--- src/rtl/up_dn_cnt_decoder.sv ---
// up_dn_cnt_decoder: passive decoder that recovers count direction from a sampled up/down counter bus
//
// Ports:
//   clk       rising-edge clock
//   rst       asynchronous active-low reset
//   en        sample enable; cnt is sampled on edges where en=1
//   cnt       count value from the counter
//   dir       last recovered direction (1=up, 0=down)
//   step_vld  one-cycle pulse: legal step decoded
//   dir_chg   one-cycle pulse: legal step reversed the previous direction
//   wrap      one-cycle pulse: step crossed max->0 (up) or 0->max (down)
//   err       one-cycle pulse: illegal step detected
//   run_len   consecutive legal steps in the current direction, saturating
//   err_cnt   total errors since reset, saturating at all-ones
//
// Optional feature: define UDC_HOLD_ALLOW_EN to accept a zero delta (stalled counter)
// as a legal no-op sample; otherwise a zero delta counts as an error.
//
// Limitation: with WIDTH=1 an up step and a down step look the same (delta 1 both
// ways), so every step is decoded as up.
module up_dn_cnt_decoder #(
    parameter int WIDTH     = 4,
    parameter int RUN_W     = 4,
    parameter int ERR_CNT_W = 8
) (
    input  logic                 clk,
    input  logic                 rst,
    input  logic                 en,
    input  logic [WIDTH-1:0]     cnt,
    output logic                 dir,
    output logic                 step_vld,
    output logic                 dir_chg,
    output logic                 wrap,
    output logic                 err,
    output logic [RUN_W-1:0]     run_len,
    output logic [ERR_CNT_W-1:0] err_cnt
);

`ifdef UDC_HOLD_ALLOW_EN
    localparam bit HOLD_ALLOW = 1'b1;
`else
    localparam bit HOLD_ALLOW = 1'b0;
`endif

    typedef enum logic {ACQ, TRACK} state_e;

    state_e               state_q, state_d;
    logic [WIDTH-1:0]     prev_q, prev_d;
    logic                 have_dir_q, have_dir_d;
    logic                 dir_q, dir_d;
    logic                 step_vld_q, step_vld_d;
    logic                 dir_chg_q, dir_chg_d;
    logic                 wrap_q, wrap_d;
    logic                 err_q, err_d;
    logic [RUN_W-1:0]     run_len_q, run_len_d;
    logic [ERR_CNT_W-1:0] err_cnt_q, err_cnt_d;
    logic [WIDTH-1:0]     delta;
    logic                 is_up, is_dn, is_hold, chg;

    // Modular difference; up is tested first so WIDTH=1 decodes as up.
    assign delta   = cnt - prev_q;
    assign is_up   = delta == WIDTH'(1);
    assign is_dn   = !is_up && (&delta);
    assign is_hold = HOLD_ALLOW && !(|delta);
    assign chg     = have_dir_q && (is_up != dir_q);

    always_comb begin
        state_d    = state_q;
        prev_d     = prev_q;
        have_dir_d = have_dir_q;
        dir_d      = dir_q;
        run_len_d  = run_len_q;
        err_cnt_d  = err_cnt_q;
        step_vld_d = 1'b0;
        dir_chg_d  = 1'b0;
        wrap_d     = 1'b0;
        err_d      = 1'b0;
        if (!en) begin
            state_d    = ACQ;
            have_dir_d = 1'b0;
        end else if (state_q == ACQ) begin
            state_d = TRACK;
            prev_d  = cnt;
        end else begin
            prev_d = cnt;
            if (is_up || is_dn) begin
                step_vld_d = 1'b1;
                dir_d      = is_up;
                have_dir_d = 1'b1;
                dir_chg_d  = chg;
                wrap_d     = is_up ? (&prev_q) : !(|prev_q);
                run_len_d  = (!have_dir_q || chg) ? RUN_W'(1) :
                             (&run_len_q) ? run_len_q : run_len_q + RUN_W'(1);
            end else if (!is_hold) begin
                err_d      = 1'b1;
                err_cnt_d  = (&err_cnt_q) ? err_cnt_q : err_cnt_q + ERR_CNT_W'(1);
                run_len_d  = '0;
                have_dir_d = 1'b0;
            end
        end
    end

    always_ff @(posedge clk or negedge rst) begin
        if (!rst) begin
            state_q    <= ACQ;
            prev_q     <= '0;
            have_dir_q <= 1'b0;
            dir_q      <= 1'b0;
            step_vld_q <= 1'b0;
            dir_chg_q  <= 1'b0;
            wrap_q     <= 1'b0;
            err_q      <= 1'b0;
            run_len_q  <= '0;
            err_cnt_q  <= '0;
        end else begin
            state_q    <= state_d;
            prev_q     <= prev_d;
            have_dir_q <= have_dir_d;
            dir_q      <= dir_d;
            step_vld_q <= step_vld_d;
            dir_chg_q  <= dir_chg_d;
            wrap_q     <= wrap_d;
            err_q      <= err_d;
            run_len_q  <= run_len_d;
            err_cnt_q  <= err_cnt_d;
        end
    end

    assign dir      = dir_q;
    assign step_vld = step_vld_q;
    assign dir_chg  = dir_chg_q;
    assign wrap     = wrap_q;
    assign err      = err_q;
    assign run_len  = run_len_q;
    assign err_cnt  = err_cnt_q;

endmodule

--- config.mk ---
export PLATFORM = sky130hd
export DESIGN_NAME = up_dn_cnt_decoder
export DESIGN_NICKNAME = d
export VERILOG_FILES = /design/src/rtl/up_dn_cnt_decoder.sv
export SDC_FILE = /design/constraint.sdc
export NUM_CORES = 1
export LEC_CHECK = 0
export ABC_AREA = 1
export CAP_MARGIN = 20
export CORE_UTILIZATION = 51
export DETAILED_ROUTE_END_ITERATION = 8
export PLACE_DENSITY = 0.86
export SYNTH_ARGS = -nofsm -noshare
export SYNTH_HDL_FRONTEND = slang
export SYNTH_SLANG_ARGS = --single-unit
--- constraint.sdc ---
create_clock -name clk -period 2.9 [get_ports clk]
set_clock_uncertainty 0.1 [all_clocks]
set_input_delay 0.435 -clock clk [delete_from_list [all_inputs] [get_ports clk]]
set_output_delay 0.435 -clock clk [all_outputs]
set_load 0.02 [all_outputs]
==> results.ini <==
[global_route]
grt_pass1_wl_um = 4790
grtUsageTotal_pct = 24.0
grt_max_degree = 24
grt_pass1_vias = 1100
grt_overflow = 0
antenna_found_initial = 0

[timing]
fmax_mhz = 384
finalHoldViolations = 0
fin_crit_sh_pct = 89.8
finalMaxSlewViolations = 0
setup_violations = 0
tightest_slew_ns = 0.395
slew_headroom_pct = 73.5
fin_crit_ns = 2.60
rsz0062_at_grt = no

[power]
power_frac_comb_pct = 37.2
p_leak_nw = 0.815
p_sw_share_pct = 39.0
ir_drop_uv = 474
power.density_nw_per_um2 = 563
clkPwrFrac_pct = 16.9
p_seq_share_pct = 45.9
internal_power_mw = 0.560
switchingPower_mw = 0.358
fin_total_pwr_mw = 0.918

[finish]
drive_gt1_share_pct = 10.9
multiInputGateArea_um2 = 644
n_antenna_cell = 0
fill_cells = 210
finish.utilization_pct = 66.4
area_growth_pct = 23.4
layout_common_cells = 52 x nand2_1, 23 x dfrtp_1, 23 x clkdlybuf4s50_1
nets = 206
ff_latch_area_um2 = 576
largest_register_ffs = 8
final_common_cell = nand2_1

[worst_setup_path]
cp.arrival_ns = 2.72
rrSetupSlack_ns = 0.54
worst-path-max-fanout = 5
worst_ep_required_time_ns = 3.01
startpoint_type = primary input
end_kind = flop
crit_type = primary input to flop

[logic_synthesis]
synth_fp_nets = 176
ys_ff_latch = 23
avgSynthCellArea_um2 = 8.11
synth_area_um2 = 1320
yosys_warnings = 0
ys_seq_area_share_pct = 43.6
yosysUniqueCellTypes = 26
syn_inst = 163

[cts]
clock_sinks = 23
cts_tree = yes
postCtsHoldBufs = 0
clockBufferDepth = 2
cts_resized = 0
h-tree-depth = 1
clk_pin_slew_ns = 0.13
cts_root_buf = clkbuf_4
clkLatencyLatePin_ns = 0.32
cts_made_buffers = 3
post-cts-setup-buffers = 0

[route]
drtIter0Drc = 19
detail-route-antenna-nets = 0
drt-total-wl_um = 2860
wl_per_cell_um = 12.9
num_vias = 1186
first_pass_iters = 4
drc = 0
vias_per_cell = 5.34

[die]
start_util_pct = 53.8
die_h_um = 52.9
io_pins = 24
die_x_um = 52.9
design.core.area_um2 = 2450
dieArea_um2 = 2800
fp-row-count = 18

[run]
maxCapViolations = 0

[placed_design]
io_buffers = 23
gp_congestion = 0.845
hpwl_um = 2110

[outcome]
status = completed

[worst_hold_path]
min-delay-path-class = primary input to async pin

-- cell families after synthesis --
group	share of synthesized area, %
adders and majority gates	6.25
DFF	43.6
xor gates and xnor gates	4.55
and+or+nand+nor	33.9
AOI/OAI and AO/OA	4.07
buffers and inverters	7.67
-- power groups by stage --
stage	Clock (mW)	Sequential, mW	Combinational, mW
floorplan	0	0.458	0.162
global placement	0	0.419	0.323
detailed placement	0	0.423	0.340
CTS	0.153	0.418	0.342
global route	0.168	0.427	0.375
finish	0.155	0.421	0.342
-- Yosys cell counts --
cell type / instances / share of area [%]
xor2_2: 1 / 1.2
clkinv_1: 2 / 0.57
nand4_1: 5 / 2.4
buf_6: 1 / 0.85
nand2_1: 52 / 15
nand3_4: 1 / 1.3
nor2_2: 3 / 1.4
nor2_1: 3 / 0.85
ha_1: 5 / 4.7
fa_1: 1 / 1.5
inv_2: 3 / 0.85
nand2_4: 1 / 0.85
nor4_1: 1 / 0.47
o21ai_1: 4 / 1.5
xor2_1: 5 / 3.3
a21oi_1: 1 / 0.38
nand2_2: 1 / 0.47
o21ai_0: 4 / 1.5
clkbuf_1: 1 / 0.28
inv_1: 18 / 5.1
nand3_1: 16 / 6.1
or2_1: 1 / 0.47
dfrtp_1: 23 / 44
nor2_4: 3 / 2.6
a21oi_2: 1 / 0.66
nor3_1: 6 / 2.3
-- final cells by class --
class                           instances  share of cell area [%]
Clock buffer                            4                    1.61
Inverter                               23                    5.30
Multi-Input combinational cell        115                    39.5
Sequential cell                        23                    35.3
Tap cell                               30                    2.30
Timing Repair Buffer                   27                    16.0
-- worst max-delay path, cell delays in order --
cell and delay [ns]:
clkdlybuf4s50_1 0.47, inv_1 0.05, ha_1 0.18, inv_1 0.08, fa_1 0.43, or2_1 0.28
nor2_4 0.14, nand3_4 0.11, nand2_4 0.11, nor2_4 0.04, nand2_2 0.08, clkinv_1 0.14
nand3_1 0.11, nand2_1 0.06
-- stage by stage --
step	worst slack [ns]	hold slack [ns]	std cells	area, um^2	TNS, ns
final	0.296	0.362	222	1630	0
after global routing	0.124	0.392	222	1630	0
after CTS	0.297	0.381	222	1630	0
after detailed placement	-0.0440	0.422	218	1600	-0.204
after global placement	0.0260	0.397	218	1600	0
after floorplan	0.575	0.0394	163	1320	0
-- routing by layer --
| layer | vias up | share of wire [%] | wire [um] | GRT usage [%] |
|---|---|---|---|---|
| met5 | - | 0 | 0 | 0 |
| met3 | 7 | 3.7 | 105 | 2.87 |
| met4 | 0 | 1.7 | 50 | 10.1 |
| li1 | 579 | - | - | - |
| met1 | 568 | 45 | 1290 | 30.4 |
| met2 | 32 | 50 | 1420 | 41.1 |
-- path summary, 6_finish.rpt --
check | start | endpoint | cells after the start
max | cnt[0] | err_cnt[2] | 14
min | rst | run_len[0] | 2
max reg2reg | prev_q[0] | err_cnt[2] | 12
min reg2reg | state_q | have_dir_q | 3
max in group asynchronous | rst | err_cnt[1] | 2
min in group clk | state_q | have_dir_q | 3
Power figures use the tool's default switching activity.
